$ cat src/rtl/disk_pkg.sv
// Shared types and constants for the emulated block-device responder.
package disk_pkg;

    localparam int SECTOR_WORDS = 256;
    localparam int SECTOR_SHIFT = 9;

    typedef enum logic [4:0] {
        S_IDLE,
        S_MR_ADDR, S_MR_P1, S_MR_P2, S_MR_LAT,
        S_B_LO, S_G_LO, S_B_HI, S_G_HI,
        S_F_LO, S_C_LO, S_F_HI, S_C_HI,
        S_MW_ADDR, S_MW_P1, S_MW_P2, S_MW_DONE,
        S_FIN, S_WAIT_REL
    } sdt_state_t;

    // States that sit on the odd byte of the current word.
    function automatic logic is_hi_half(sdt_state_t s);
        return (s == S_B_HI) || (s == S_G_HI) || (s == S_F_HI) || (s == S_C_HI) ||
               (s == S_MW_ADDR) || (s == S_MW_P1) || (s == S_MW_P2) || (s == S_MW_DONE);
    endfunction

endpackage

$ cat src/rtl/sd_block_target.sv
// Serves 512-byte sd_* sector requests from a RAM-disk image in SDRAM.
// Handshake: a request (sd_rd/sd_wr level) is accepted in IDLE on a ce cycle; sd_ack stays high until the sector is done.
module sd_block_target
    import disk_pkg::*;
#(
    parameter logic [24:0] BASE_ADDR = 25'h140000,
    parameter logic [31:0] MAX_SECT  = 32'h0000_3000
) (
    input  logic        clk_sys,
    input  logic        reset_n,
    input  logic        ce,
    input  logic        img_mounted,
    input  logic [31:0] img_size,
    output logic        sd_mounted,
    input  logic [31:0] sd_lba,
    input  logic        sd_rd,
    input  logic        sd_wr,
    input  logic        sd_conf,
    output logic        sd_ack,
    output logic        sd_ack_conf,
    output logic [8:0]  sd_buff_addr,
    output logic [7:0]  sd_buff_dout,
    output logic        sd_buff_wr,
    input  logic [7:0]  sd_buff_din,
    output logic [24:0] mem_addr,
    output logic        mem_rd,
    output logic        mem_we,
    input  logic [15:0] mem_din,
    output logic [15:0] mem_dout,
    output logic        busy
);

    sdt_state_t  state, state_nxt;
    logic [31:0] img_sectors;
    logic [15:0] lba;
    logic        in_range;
    logic [7:0]  k;
    logic [15:0] word;
    logic [7:0]  lo_byte, hi_byte;

    logic [31:0] size_sectors;
    logic        accept, acc_read, acc_range, last_word, word_end, mem_phase;
    logic        unused_size;

    assign unused_size  = ^img_size[SECTOR_SHIFT-1:0];
    assign size_sectors = {{SECTOR_SHIFT{1'b0}}, img_size[31:SECTOR_SHIFT]};

    assign accept    = (state == S_IDLE) && (sd_rd || sd_wr);
    // A config request is served as a read that never touches memory.
    assign acc_read  = sd_rd || sd_conf;
    assign acc_range = !sd_conf && (sd_lba < img_sectors);
    assign last_word = (k == 8'(SECTOR_WORDS - 1));
    assign word_end  = (state == S_G_HI) || (state == S_MW_DONE) ||
                       ((state == S_C_HI) && !in_range);

    always_comb begin
        state_nxt = state;
        case (state)
            S_IDLE:     if (accept) state_nxt = acc_read ? (acc_range ? S_MR_ADDR : S_B_LO) : S_F_LO;
            S_MR_ADDR:  state_nxt = S_MR_P1;
            S_MR_P1:    state_nxt = S_MR_P2;
            S_MR_P2:    state_nxt = S_MR_LAT;
            S_MR_LAT:   state_nxt = S_B_LO;
            S_B_LO:     state_nxt = S_G_LO;
            S_G_LO:     state_nxt = S_B_HI;
            S_B_HI:     state_nxt = S_G_HI;
            S_G_HI:     state_nxt = last_word ? S_FIN : (in_range ? S_MR_ADDR : S_B_LO);
            S_F_LO:     state_nxt = S_C_LO;
            S_C_LO:     state_nxt = S_F_HI;
            S_F_HI:     state_nxt = S_C_HI;
            S_C_HI:     state_nxt = in_range ? S_MW_ADDR : (last_word ? S_FIN : S_F_LO);
            S_MW_ADDR:  state_nxt = S_MW_P1;
            S_MW_P1:    state_nxt = S_MW_P2;
            S_MW_P2:    state_nxt = S_MW_DONE;
            S_MW_DONE:  state_nxt = last_word ? S_FIN : S_F_LO;
            S_FIN:      state_nxt = S_WAIT_REL;
            S_WAIT_REL: if (!(sd_rd || sd_wr)) state_nxt = S_IDLE;
            default:    state_nxt = S_IDLE;
        endcase
    end

    always_ff @(posedge clk_sys) begin
        if (!reset_n) begin
            state <= S_IDLE;
        end else if (ce) begin
            state <= state_nxt;
        end
    end

    always_ff @(posedge clk_sys) begin
        if (!reset_n) begin
            img_sectors <= '0;
            sd_mounted  <= 1'b0;
            lba         <= '0;
            in_range    <= 1'b0;
            k           <= '0;
            word        <= '0;
            lo_byte     <= '0;
            hi_byte     <= '0;
        end else begin
            // Mount is taken regardless of ce so a short pulse is never lost.
            if (img_mounted) begin
                img_sectors <= (size_sectors > MAX_SECT) ? MAX_SECT : size_sectors;
                sd_mounted  <= (size_sectors != 32'd0);
            end
            if (ce) begin
                if (accept) begin
                    lba      <= sd_lba[15:0];
                    in_range <= acc_range;
                    k        <= '0;
                    word     <= '0;
                end
                if (state == S_MR_LAT) word    <= mem_din;
                if (state == S_C_LO)   lo_byte <= sd_buff_din;
                if (state == S_C_HI)   hi_byte <= sd_buff_din;
                if (word_end)          k       <= k + 8'd1;
            end
        end
    end

    assign mem_phase = (state == S_MR_ADDR) || (state == S_MR_P1) || (state == S_MR_P2) ||
                       (state == S_MR_LAT)  || (state == S_MW_ADDR) || (state == S_MW_P1) ||
                       (state == S_MW_P2)   || (state == S_MW_DONE);

    always_comb begin
        busy         = (state != S_IDLE);
        sd_ack       = busy && (state != S_FIN) && (state != S_WAIT_REL);
        sd_ack_conf  = 1'b0;
        sd_buff_addr = sd_ack ? {k, is_hi_half(state)} : 9'd0;
        sd_buff_wr   = ce && ((state == S_B_LO) || (state == S_B_HI));
        sd_buff_dout = 8'd0;
        if (state == S_B_LO) sd_buff_dout = word[7:0];
        if (state == S_B_HI) sd_buff_dout = word[15:8];
        mem_addr     = 25'd0;
        if (mem_phase) mem_addr = BASE_ADDR + {lba, {SECTOR_SHIFT{1'b0}}} + {16'd0, k, 1'b0};
        mem_rd       = (state == S_MR_P1) || (state == S_MR_P2);
        mem_we       = (state == S_MW_P1) || (state == S_MW_P2);
        mem_dout     = {hi_byte, lo_byte};
    end

endmodule

$ cat config.mk
export PLATFORM = sky130hd
export DESIGN_NAME = sd_block_target
export DESIGN_NICKNAME = d
export VERILOG_FILES = /design/src/rtl/disk_pkg.sv /design/src/rtl/sd_block_target.sv
export SDC_FILE = /design/constraint.sdc
export NUM_CORES = 1
export LEC_CHECK = 0
export CAP_MARGIN = 20
export CORE_ASPECT_RATIO = 1.4
export CORE_UTILIZATION = 46
export CTS_BUF_LIST = sky130_fd_sc_hd__clkbuf_16
export DETAILED_ROUTE_END_ITERATION = 6
export MAX_ROUTING_LAYER = met4
export PLACE_DENSITY = 0.84
export SLEW_MARGIN = 40
export SYNTH_ARGS = -nofsm -noshare
export SYNTH_HDL_FRONTEND = slang
export SYNTH_SLANG_ARGS = --single-unit
export TNS_END_PERCENT = 30
$ cat constraint.sdc
create_clock -name clk_sys -period 2.56 [get_ports clk_sys]
set_input_delay 0.256 -clock clk_sys [delete_from_list [all_inputs] [get_ports clk_sys]]
set_output_delay 0.256 -clock clk_sys [all_outputs]
set_load 0.02 [all_outputs]
==> reports/summary.txt <==
status = finished clean
GPL Wtd Cong = 0.875
DRC errors left = 0
LEAKAGE = 2.90 nW
post-CTS setup buffer count = 0
internal cell power = 2.60 mW
Critical Path End Type = output port
Slew @ Worst Pin = 0.635 ns
top area cells in the synthesized netlist = dfxtp_1 (37%), ha_1 (6.5%), nand2_1 (6.2%)
gr ovfl total = 0
fillers = 763
CTS sink count = 86
initial antenna violation count = 0
P per Cell Area = 529 mW/mm²
die footprint = 0.0105 mm²
Switching Share = 0.269
initial core utilization = 0.481
Avg Vias per Cell = 5.37
First-pass DRT Iterations = 4
Post-DP Area = 0.00633 mm²
CP Class = reg -> out
Worst-path clk slew = 0.06 ns
dpl hpwl = 9700 µm
Core Area = 0.00962 mm²
clock buffer depth = 2
final WL = 12700 µm
Worst path slowest cell = clkdlybuf4s50_1
number of flops mapped to enable cells by yosys = 0
Mean Syn Cell Area = 8.20 µm²
Tmin final = 2.47 ns
CP cell instances = buf_4 -> nand2_1 -> nor3_1 -> buf_4 -> a22o_1 -> clkdlybuf4s50_1
H-tree depth = 3
first-pass GRT wire length = 20400 µm
Synth cell types = 58
ANT nets after route = 0
RSZ-0062 raised after global routing = false
switching power = 0.954 mW
Req. time, crit path = 2.30 ns
gr usage total = 0.257
fin crit share = 0.966
dpl ws = 0.0339 ns
Seq/Total Area, Yosys = 0.372
ratio of cells with drive above 1 in the final layout = 0.0737
PortBufs = 148
Post-synth ARST share = 0
Die X = 86.8 µm
number of diodes = 0
setup violators final = 0
CP most frequent cell = buf_4
Commonest cells post-synth = dfxtp_1 (86), nand2_1 (77), nor2b_1 (42)
cell accounting for the most synthesized area = dfxtp_1
Top Ports = 160
most common cell in the netlist = dfxtp_1
YS warnings = 0
sequential power share = 0.402
Final Hold Fails = 0
final instance area = 0.00671 mm²
Area Growth Syn to Fin = 45.0%
clock skew = 0.00861 ns
#FFs+latches synth = 86
Most used DFF post-synth = dfxtp_1
via count of the routed design = 4572
startpoint class of the critical path = flop
worst-skew pair later-pin latency = 0.34 ns
TritonCTS clock tree = built
Arrival @ worst endpoint = 2.22 ns
max-cap violation count = 0
Fin Setup TNS = 0 ns
Die Y = 121 µm
hold buffer count at CTS = 0
Peak supply drop = 0.324 mV
Num CTS Buffers = 9
top achievable clock speed = 405 MHz
Worst Hold Class = in -> reg
WL per Instance = 14.9 µm
vias in the first global route = 4659
largest net degree at the start of global routing = 46
Comb pwr share = 0.211
# rows = 42
clk root buf = clkbuf_16
worst-path fanout max = 12
Syn Inst Count = 564
Final Max Tran Viols = 0
worst setup margin = 0.0878 ns
Crit path largest cell delay = 0.59 ns
nets@finish = 833
Post-Syn Area = 0.00463 mm²
Slew Limit Headroom = 0.571
initial DRC count = 203
Clk pwr share = 0.387
share of Yosys cell area claimed by the top area cell type = 0.372
[sequential cells by signal, summed over array words and instances, names as in the netlist]
register and flops:
k 8, in_range 1, sd_mounted 1, hi_byte 8, lba 16, lo_byte 8
img_sectors 23, word 16, state 5
[worst paths after layout]
| path | start | to | slack [ns] | cells after the start |
|---|---|---|---|---|
| worst min-delay path | reset_n | state[4] | 0.41 | 2 |
| worst max-delay path | state[1] | sd_buff_dout[2] | 0.09 | 6 |
| worst min register to register | img_sectors[19] | img_sectors[19] | 0.46 | 1 |
| worst max register to register | state[3] | state[1] | 0.25 | 5 |
[power by group through the flow]
| stage | Combinational, mW | Sequential [mW] | Clock (mW) |
|---|---|---|---|
| CTS | 0.755 | 1.43 | 1.39 |
| floorplan | 0.400 | 1.44 | 0 |
| global route | 0.817 | 1.43 | 1.44 |
| detailed placement | 0.750 | 1.45 | 0 |
| global placement | 0.733 | 1.45 | 0 |
| finish | 0.750 | 1.43 | 1.37 |
[layout by cell type, fill, tap and decap left out, drive strengths merged, types with 5 or more instances in the layout]
cell | Yosys | final
a21boi | 33 | 33
a21oi | 17 | 17
a22o | 8 | 8
a31oi | 5 | 5
and2 | 29 | 29
buf | 5 | 23
clkbuf | 27 | 9
clkdlybuf4s50 | 0 | 119
dfxtp | 86 | 86
dlymetal6s2s | 0 | 25
ha | 24 | 24
inv | 23 | 24
mux2i | 18 | 18
nand2 | 77 | 77
nand2b | 5 | 5
nand3 | 29 | 29
nand4 | 6 | 6
nor2 | 34 | 34
nor2b | 42 | 42
nor3 | 8 | 8
nor4 | 8 | 8
nor4b | 5 | 5
o21ai | 25 | 25
xnor2 | 6 | 6
xor2 | 6 | 6
[cell type report]
cell class / count / area (µm²) / area share
inverters: 23 / 86.3 / 0.0129
multi-input cells: 424 / 2700 / 0.403
flip-flops and latches: 86 / 1730 / 0.257
clock buffers: 9 / 225 / 0.0336
repair buffers: 170 / 1710 / 0.255
well taps: 132 / 165 / 0.0246
clock inverters: 7 / 90.1 / 0.0134
[repair_timing]
item	CTS	global route
endpoints found under the setup margin	39	32
resized for setup	7	28
hold endpoints to repair	0	0
[worst max-delay path: cells and delay by family (launching register included)]
| kind | cells | cell delay (ns) |
|---|---|---|
| AND/OR/NAND/NOR | 2 | 0.27 |
| flip-flops | 1 | 0.45 |
| buffers and inverters | 3 | 1.00 |
| AO/OA/AOI/OAI | 1 | 0.15 |
[cells by family after synthesis]
kind of cell / synth area share
other cells: 0.000810
simple gates: 0.291
mux: 0.0389
xor+xnor: 0.0227
flops: 0.372
compound gates: 0.161
fa+ha+maj: 0.0649
buf+inv: 0.0481
[stage by stage]
step           hold WS, ns  total power [mW]  utilization  instances
2_1_floorplan        0.401              1.84            -        565
3_3_place_gp         0.443              2.18        0.658        835
3_5_place_dp         0.444              2.20        0.658        835
4_1_cts              0.411              3.57        0.691        851
5_1_grt              0.454              3.70        0.698        851
6_report             0.414              3.55        0.698        851
[routing by layer]
metal / wire length (µm) / GRT usage
met3: 487 / 0.0430
met5: 0 / -
met1: 4890 / 0.251
met2: 6730 / 0.471
met4: 599 / 0.147
Power figures use the tool's default switching activity.
